**config.mk**
```make
export PLATFORM = sky130hd
export DESIGN_NAME = fc_classifier
export DESIGN_NICKNAME = d
export VERILOG_FILES = /design/src/rtl/cnn_pkg.sv /design/src/rtl/argmax_tracker.sv /design/src/rtl/fc_classifier.sv
export SDC_FILE = /design/constraint.sdc
export NUM_CORES = 1
export LEC_CHECK = 0
export BUFFER_PORTS_ARGS = -buffer_cell sky130_fd_sc_hd__buf_2
export CAP_MARGIN = 10
export CORE_MARGIN = 4
export CORE_UTILIZATION = 50
export DETAILED_ROUTE_END_ITERATION = 6
export PLACE_DENSITY = 0.78
export SLEW_MARGIN = 20
export SYNTH_ARGS = -nofsm -noshare
export SYNTH_HDL_FRONTEND = slang
export SYNTH_SLANG_ARGS = --single-unit
```
**constraint.sdc**
```tcl
create_clock -name clk -period 3.5 [get_ports clk]
set_clock_uncertainty 0.05 [all_clocks]
set_input_delay 0.875 -clock clk [delete_from_list [all_inputs] [get_ports clk]]
set_output_delay 0.875 -clock clk [all_outputs]
set_load 0.01 [all_outputs]
```
**src/rtl/cnn_pkg.sv**
```systemverilog
// Shared constants, FSM encoding and sign-extension helpers for the CNN
// fully-connected classifier stage.
package cnn_pkg;

  localparam int N_FEAT        = 784;
  localparam int N_CLASS       = 10;
  localparam int FEAT_ADDR_LEN = 9;
  localparam int W_ADDR_LEN    = 12;
  localparam int ACC_W         = 25;
  localparam int BIAS_BASE     = N_CLASS * N_FEAT;

  localparam logic [2:0] ST_IDLE  = 3'd0;
  localparam logic [2:0] ST_BIAS  = 3'd1;
  localparam logic [2:0] ST_MAC   = 3'd2;
  localparam logic [2:0] ST_DRAIN = 3'd3;
  localparam logic [2:0] ST_CMP   = 3'd4;
  localparam logic [2:0] ST_FIN   = 3'd5;

  function automatic logic signed [ACC_W-1:0] sext8(input logic signed [7:0] v);
    return {{(ACC_W-8){v[7]}}, v};
  endfunction

  function automatic logic signed [ACC_W-1:0] sext16(input logic signed [15:0] v);
    return {{(ACC_W-16){v[15]}}, v};
  endfunction

endpackage

```
**src/rtl/argmax_tracker.sv**
```systemverilog
// Running argmax over class scores; strict greater-than keeps the lowest
// class index on ties.
module argmax_tracker
  import cnn_pkg::*;
(
  input  logic                    clk,
  input  logic                    rst,
  input  logic                    clear,
  input  logic                    cmp,
  input  logic signed [ACC_W-1:0] acc,
  input  logic [3:0]              cls,
  output logic signed [ACC_W-1:0] next_score,
  output logic [3:0]              next_id
);

  localparam logic signed [ACC_W-1:0] MOST_NEG = {1'b1, {(ACC_W-1){1'b0}}};

  logic signed [ACC_W-1:0] best_score_r;
  logic [3:0]              best_id_r;

  // Value the tracker will hold after this cycle's compare strobe.
  always_comb begin
    next_score = best_score_r;
    next_id    = best_id_r;
    if (cmp && (acc > best_score_r)) begin
      next_score = acc;
      next_id    = cls;
    end else begin
      next_score = best_score_r;
      next_id    = best_id_r;
    end
  end

  // Best-so-far registers, re-armed at the most negative score on start.
  always_ff @(posedge clk or negedge rst) begin
    if (!rst) begin
      best_score_r <= {ACC_W{1'b0}};
      best_id_r    <= 4'd0;
    end else if (clear) begin
      best_score_r <= MOST_NEG;
      best_id_r    <= 4'd0;
    end else begin
      best_score_r <= next_score;
      best_id_r    <= next_id;
    end
  end

endmodule

```
**src/rtl/fc_classifier.sv**
```systemverilog
// Fully-connected classifier: one sequential int8 MAC over 784 features per
// class, bias preload, running argmax, registered result with a done pulse.
module fc_classifier
  import cnn_pkg::*;
(
  input  logic                    clk,
  input  logic                    rst,
  input  logic                    start,
  output logic                    feat_rd,
  output logic [FEAT_ADDR_LEN:0]  feat_addr,
  input  logic signed [7:0]       feat_data,
  output logic                    w_rd,
  output logic [W_ADDR_LEN:0]     w_addr,
  input  logic signed [7:0]       w_data,
  output logic                    busy,
  output logic                    done,
  output logic [3:0]              class_id,
  output logic [ACC_W-1:0]        score
);

  localparam int FA_W = FEAT_ADDR_LEN + 1;
  localparam int WA_W = W_ADDR_LEN + 1;
  localparam logic [FA_W-1:0] K_LAST     = FA_W'(N_FEAT - 1);
  localparam logic [3:0]      C_LAST     = 4'(N_CLASS - 1);
  localparam logic [WA_W-1:0] BIAS_ADDR0 = WA_W'(BIAS_BASE);
  localparam logic [WA_W-1:0] FEAT_STEP  = WA_W'(N_FEAT);

  logic [2:0]              state_r;
  logic [3:0]              c_r;
  logic [FA_W-1:0]         k_r;
  logic [WA_W-1:0]         wbase_r;
  logic                    drain_r;
  logic                    busy_r;
  logic                    done_r;
  logic                    feat_rd_r;
  logic                    w_rd_r;
  logic [FA_W-1:0]         feat_addr_r;
  logic [WA_W-1:0]         w_addr_r;
  logic [3:0]              class_id_r;
  logic signed [ACC_W-1:0] score_r;

  logic                    bias_d1_r;
  logic                    rd_d1_r;
  logic                    prod_v_r;
  logic signed [15:0]      prod_r;
  logic signed [ACC_W-1:0] acc_r;

  logic                    clear_s;
  logic                    cmp_s;
  logic signed [ACC_W-1:0] next_score_s;
  logic [3:0]              next_id_s;

  assign clear_s = (state_r == ST_IDLE) && start;
  assign cmp_s   = (state_r == ST_CMP);

  argmax_tracker u_argmax (
    .clk        (clk),
    .rst        (rst),
    .clear      (clear_s),
    .cmp        (cmp_s),
    .acc        (acc_r),
    .cls        (c_r),
    .next_score (next_score_s),
    .next_id    (next_id_s)
  );

  // Control FSM: sequencing, registered read strobes/addresses, result capture.
  always_ff @(posedge clk or negedge rst) begin
    if (!rst) begin
      state_r     <= ST_IDLE;
      c_r         <= 4'd0;
      k_r         <= {FA_W{1'b0}};
      wbase_r     <= {WA_W{1'b0}};
      drain_r     <= 1'b0;
      busy_r      <= 1'b0;
      done_r      <= 1'b0;
      feat_rd_r   <= 1'b0;
      w_rd_r      <= 1'b0;
      feat_addr_r <= {FA_W{1'b0}};
      w_addr_r    <= {WA_W{1'b0}};
      class_id_r  <= 4'd0;
      score_r     <= {ACC_W{1'b0}};
    end else begin
      case (state_r)
        ST_IDLE: begin
          if (start) begin
            c_r      <= 4'd0;
            wbase_r  <= {WA_W{1'b0}};
            busy_r   <= 1'b1;
            w_rd_r   <= 1'b1;
            w_addr_r <= BIAS_ADDR0;
            state_r  <= ST_BIAS;
          end else begin
            state_r <= ST_IDLE;
          end
        end
        ST_BIAS: begin
          k_r         <= {FA_W{1'b0}};
          feat_rd_r   <= 1'b1;
          w_rd_r      <= 1'b1;
          feat_addr_r <= {FA_W{1'b0}};
          w_addr_r    <= wbase_r;
          state_r     <= ST_MAC;
        end
        ST_MAC: begin
          if (k_r == K_LAST) begin
            feat_rd_r <= 1'b0;
            w_rd_r    <= 1'b0;
            drain_r   <= 1'b0;
            state_r   <= ST_DRAIN;
          end else begin
            k_r         <= k_r + FA_W'(1);
            feat_addr_r <= k_r + FA_W'(1);
            w_addr_r    <= w_addr_r + WA_W'(1);
          end
        end
        ST_DRAIN: begin
          if (drain_r) begin
            state_r <= ST_CMP;
          end else begin
            drain_r <= 1'b1;
          end
        end
        ST_CMP: begin
          // Capture the post-compare best so class_id/score are valid with done.
          if (c_r == C_LAST) begin
            class_id_r <= next_id_s;
            score_r    <= next_score_s;
            done_r     <= 1'b1;
            state_r    <= ST_FIN;
          end else begin
            c_r      <= c_r + 4'd1;
            wbase_r  <= wbase_r + FEAT_STEP;
            w_rd_r   <= 1'b1;
            w_addr_r <= BIAS_ADDR0 + WA_W'(c_r) + WA_W'(1);
            state_r  <= ST_BIAS;
          end
        end
        ST_FIN: begin
          done_r  <= 1'b0;
          busy_r  <= 1'b0;
          state_r <= ST_IDLE;
        end
        default: begin
          feat_rd_r <= 1'b0;
          w_rd_r    <= 1'b0;
          done_r    <= 1'b0;
          busy_r    <= 1'b0;
          state_r   <= ST_IDLE;
        end
      endcase
    end
  end

  // MAC pipeline: operand-valid tracking, registered product, accumulator.
  always_ff @(posedge clk or negedge rst) begin
    if (!rst) begin
      bias_d1_r <= 1'b0;
      rd_d1_r   <= 1'b0;
      prod_v_r  <= 1'b0;
      prod_r    <= 16'sd0;
      acc_r     <= {ACC_W{1'b0}};
    end else begin
      bias_d1_r <= (state_r == ST_BIAS);
      rd_d1_r   <= feat_rd_r;
      prod_v_r  <= rd_d1_r;
      if (rd_d1_r) begin
        prod_r <= feat_data * w_data;
      end else begin
        prod_r <= prod_r;
      end
      if (bias_d1_r) begin
        acc_r <= sext8(w_data);
      end else if (prod_v_r) begin
        acc_r <= acc_r + sext16(prod_r);
      end else begin
        acc_r <= acc_r;
      end
    end
  end

  assign feat_rd   = feat_rd_r;
  assign feat_addr = feat_addr_r;
  assign w_rd      = w_rd_r;
  assign w_addr    = w_addr_r;
  assign busy      = busy_r;
  assign done      = done_r;
  assign class_id  = class_id_r;
  assign score     = score_r;

endmodule
```
* After elaboration in Yosys (flattened, before gate mapping) *
Cells that the tools add are included.

word-level totals
  bits in registers = 150
  bits in latches = 0
  RAM bits = 0
  memory bits (read-only) = 0
  bits of input ports = 19
  output and inout port bits = 56
  word-level logic and storage cells = 99
  memories = 0

cells by class
  add/sub/neg operators = 7
  multipliers = 1
  div/mod/pow operators = 0
  order comparisons = 1
  eq/ne operators = 13
  shifts and indexed selects = 0
  multiplexer cells = 32
  bitwise logic cells = 4
  reductions and logical operators = 22

operator list
  cell                      count
  $mux W25                  4
  $mux W13                  5
  $pmux W13 S4              1
  $pmux W13 S2              1
  $add A25 B16 Y25          1
  $gt A25 B25 Y1            1
  $pmux W10 S2              1
  $mul A8 B8 Y16            1
  $mux W4                   4
  $pmux W3 S5               1
  $reduce_and A2 Y1         7
  $add A13 B1 Y13 const B   1
  $add A13 B10 Y13 const B  1
  $add A11 B2 Y12 const B   1
  $ne A2 B2 Y1 const B      6
  $reduce_or A4 Y1          3
  $add A10 B5 Y11 const A   1
  $add A10 B1 Y10 const B   1
  $eq A10 B10 Y1 const B    1
  $mux W10                  1
  $mux W3                   3
  $pmux W4 S2               1
  $reduce_and A4 Y1         2
  $reduce_bool A2 Y1        4
  15 further kinds          27

* Logic depth before layout (Yosys ltp) *
  word-level depth = 4
  mapped depth = 18
  depth with buffers taken out = 18

* Hierarchy *
A second synthesis with hierarchy kept.

second synthesis, totals
  cells, all modules = 1319
  area, all modules = 11846.4 µm²

modules (own cells, without submodules)
  module          times used  cells each  area an instance (µm²)  sequential area each (µm²)
  fc_classifier   1           934         8842.2                  2927.8
  argmax_tracker  1           385         3004.1                  725.7

* Worst setup path after synthesis *
No wires, ideal clock.

  path kind = input -> register
  from = input w_data[7]
  to = register prod_r[14]
  setup time = 0.069 ns
  data arrival time = 4.912 ns
  data required time = 3.381 ns
  path slack = -1.531 ns
  stages = 17
  path buffers = 1
  cells stage by stage = clkbuf_1 > nand2b_1 > fa_1 > fa_1 > inv_1 > fa_1 > inv_1 > fa_1 > inv_1 > ha_1 > o21ai_0 > a21oi_1 > o21ai_0 > a21boi_0 > o211ai_1 > a2111o_1 > nand3_1

between the ends
  cells in the longest elaborated chain, start to end = 1

RTL lines
  element                 RTL line              RTL
  start: declaration      fc_classifier.sv:14   input logic signed [7:0] w_data,
  $mul A8 B8 Y16          fc_classifier.sv:168  prod_r <= feat_data * w_data;
  end signal: assignment  fc_classifier.sv:168
  end signal: assignment  fc_classifier.sv:170  prod_r <= prod_r;
  end: declaration        fc_classifier.sv:45   logic signed [15:0] prod_r;

No other way between the ends.
A chain may end at the register's enable or synchronous reset.

* Final worst setup path *
  from = input feat_data[3]
  to = register prod_r[15]

between the ends
  cells in the longest elaborated chain, start to end = 1

RTL lines
  element             RTL line              RTL
  start: declaration  fc_classifier.sv:11   input logic signed [7:0] feat_data,
  $mul A8 B8 Y16      fc_classifier.sv:168

No other way between the ends.

==> summary.txt <==
Outcome
  • Status: finished, violations left
  • Failing checks: negative setup slack

Floorplan
  • Die area: 23900 um^2
  • IO Pins: 75
  • Rows: 53
  • Chip width: 155 um
  • Initial Util: 0.509
  • Core region area: 21100 um^2
  • Die Span Y: 155 um

Yosys
  • Syn Area/Cell: 8.99 um^2
  • Yosys reg bits: 146
  • Top_reg_cell synth: dfrtp_1
  • Area fraction of the dominant cell type after synthesis: 0.340
  • Register area share after synthesis: 0.340
  • Post-Synthesis Cells: 1194
  • Synth top area cells: dfrtp_1 34%, fa_1 10%, ha_1 9.7%
  • Adder-Cell Fraction of Synth Area: 0.201
  • Fraction of registers with async set/reset: 1.00
  • Cell Area, Synth: 10700 um^2
  • Largest family of logic cells by synthesized area: adder cells
  • Count of different cell masters after synthesis: 65
  • Post-synthesis compound-gate area fraction: 0.181
  • YS warnings: 0
  • Number of enable flip-flop cells after synthesis: 0
  • Cell taking the most area after synthesis: dfrtp_1
  • Simple-Gate Fraction of Synth Area: 0.160
  • Syn nets: 1352
  • Post-synthesis mux area share: 0.0199
  • Post-Synth XOR/XNOR Area: 0.0318
  • Most frequent cell after synthesis: dfrtp_1
  • Post-synth top cells: 146 x dfrtp_1, 134 x inv_1, 106 x a21oi_1

Min path
  • Tightest Hold Check Type: input port to asynchronous set/reset pin

STA
  • Hold WS: 373 ps
  • Max-slew violations: 0
  • Min Clock Period, post-route: 4580 ps
  • Setup-failing EPs final: 10
  • Fin. Hold Viols: 0
  • Setup ws final: -1080 ps
  • Relative slew slack: 0.485
  • RSZ-0062 raised after global routing: true
  • Achievable Freq: 219 MHz
  • Fin crit share: 1.31
  • Worst slew pin tran: 769 ps

Layout
  • Area Overhead vs Synth: 21.1%
  • Antenna Cells: 0
  • Seq. cell area: 3650 um^2
  • Fillcell total: 1731
  • Area of the multi-input gates: 6730 um^2
  • Fin cells: 1611
  • Fin area: 13000 um^2
  • Fin nets: 1483
  • Share of cells above drive strength 1: 0.216

Clock tree
  • CTS sink count: 146
  • Cts bufs inserted: 17
  • Clock latency on the worst-skew pair: 430 ps
  • CTS Hold Buffers Added: 0
  • Htree depth: 4
  • Root Buffer: clkbuf_16
  • Reg clk slew, reported paths: 60 ps
  • CTS tree: built
  • Deepest clock path buffer count: 2

Global routing
  • Total Routing Usage GR: 0.231
  • First-pass GRT wire length: 45800 um
  • Gr busiest metal: met2
  • Vias in the first global route: 9299
  • Total gr overflow: 0
  • GR Util met3: 0.0422
  • Largest net degree at the start of global routing: 63
  • M1 GR Usage: 0.317
  • Antenna violations before repair: 1
  • GR met2 Demand/Resource: 0.378

Pwr
  • PD cells: 991 nW/um^2
  • Switching share of power: 0.444
  • Combinational share of power: 0.623
  • LEAKAGE: 0.00612 uW
  • Seq pwr share: 0.222
  • Power, Total: 12900 uW
  • Clock power frac: 0.156
  • Internal Power: 7160 uW
  • Worst vdd ir: 0.420 mV
  • Switch Pwr: 5720 uW

Drt
  • WL final: 27500 um
  • DR vias/cell: 5.73
  • 1st-iter DRT viols: 706
  • WL/cell: 17.1 um
  • Post-DRT Antenna Nets: 0
  • Via count: 9223
  • Drt first pass iters: 5
  • # DRC: 0

Job
  • Max-cap viol count: 0

Setup path
  • Worst path depth: 19
  • Worst path arrival time: 4820 ps
  • CP Class: input port to register
  • Peak fanout along the critical path: 4
  • Setup crit start: feat_data[3]
  • R2R Path Start: acc_r[0]$_DFFE_PN0P_
  • Worst path required time: 3750 ps
  • Slowest Stage Delay on Critical Path: 540 ps
  • CP startpoint kind: input port
  • Delay-heaviest family, CP: adder cells
  • Reg2Reg Depth: 11
  • Worst path cell trace: buf_8, and2_4, fa_1, inv_1, fa_1, inv_2, fa_1, inv_1, fa_1, inv_2, ha_4, inv_2, o21a_1, o21ai_2, a41oi_2, buf_4, a21oi_2, xnor2_1, a21oi_1
  • Slowest cell on crit path: fa_1
  • Critical path endpoint category: register
  • CP Buf/Inv Count: 7
  • Most used cell, CP: fa_1

Placement
  • Placed insts: 1564
  • # port buffers: 74
  • Routability cong.: 0.897
  • Cell area after placement: 11900 um^2
  • Post-DP HPWL: 19400 um
timing repair:
action,4_1_cts,5_1_grt
resized for setup,41,48
buffers inserted,16,7
pin swaps,17,24
endpoints found under the setup margin,10,11
metrics by stage:
stage	setup slack, ps	util	TNS, ps
finish	-1080	0.617	-8130
global route	-1260	0.617	-9340
CTS	-888	0.609	-7540
detailed placement	-1420	0.566	-11560
global placement	-1340	0.566	-10900
floorplan	-1130	-	-7560
placed cells by master, fill, tap and decap left out, types with 59 or more instances in the layout:
| cell type | synthesis | routed |
|---|---|---|
| nor2_1 | 83 | 81 |
| dfrtp_1 | 146 | 146 |
| buf_2 | 6 | 59 |
| nand2_1 | 91 | 91 |
| buf_4 | 3 | 69 |
| o21ai_0 | 83 | 79 |
| inv_1 | 134 | 114 |
| ha_1 | 83 | 69 |
| a21oi_1 | 106 | 99 |
routing by layer:
| metal | part of all wire | wire, um |
|---|---|---|
| met3 | 0.050 | 1390 |
| met4 | 0.021 | 567 |
| met2 | 0.49 | 13400 |
| met5 | 0.00044 | 12 |
| met1 | 0.44 | 12200 |
state kept, by name, summed over array words and instances, names as in the netlist:
name and flops:
acc_r 25, bias_d1_r 1, busy 1, c_r 4, class_id 4, done 1
drain_r 1, feat_addr 10, feat_rd 1, prod_r 16, prod_v_r 1, rd_d1_r 1
score 25, state_r 3, u_argmax.best_id_r 4, u_argmax.best_score_r 25, w_addr 13, w_rd 1
wbase_r 9
logic make-up (layout without fill, tap and decap cells):
| group | Yosys count | count (layout) |
|---|---|---|
| adder cells (fa/ha/maj) | 139 | 139 |
| XOR/XNOR | 39 | 39 |
| AND/OR/NAND/NOR | 354 | 354 |
| flip-flops | 146 | 146 |
| buffers and inverters | 177 | 319 |
| AO/OA/AOI/OAI | 319 | 319 |
| multiplexers | 20 | 20 |
worst paths after layout:
check	endpoint	slack (ps)
max	prod_r[15]$_DFFE_PN0P_	-1080
min	u_argmax.best_score_r[14]$_DFF_PN0_	370
max reg2reg	acc_r[24]$_DFFE_PN0P_	440
min reg2reg	rd_d1_r$_DFF_PN0_	380
max in group asynchronous	w_addr[0]$_DFFE_PN0P_	2260
min in group clk	rd_d1_r$_DFF_PN0_	380
power groups by stage:
stage	Clock [uW]	Sequential [uW]	Combinational [uW]
floorplan	0	2670	5690
global placement	0	2830	7030
detailed placement	0	2850	7300
CTS	2010	2830	7580
global route	2100	2930	8930
finish	2010	2850	8020
area by class of cell:
cell class | count | share of cell area
clock inverter | 10 | 0.0139
tap | 275 | 0.0265
clock buffer | 20 | 0.0351
sequential | 146 | 0.281
inverter | 134 | 0.0387
multi-input combinational | 871 | 0.517
timing repair buffer | 155 | 0.0875
Note: power is estimated with default switching activity, not from simulation.
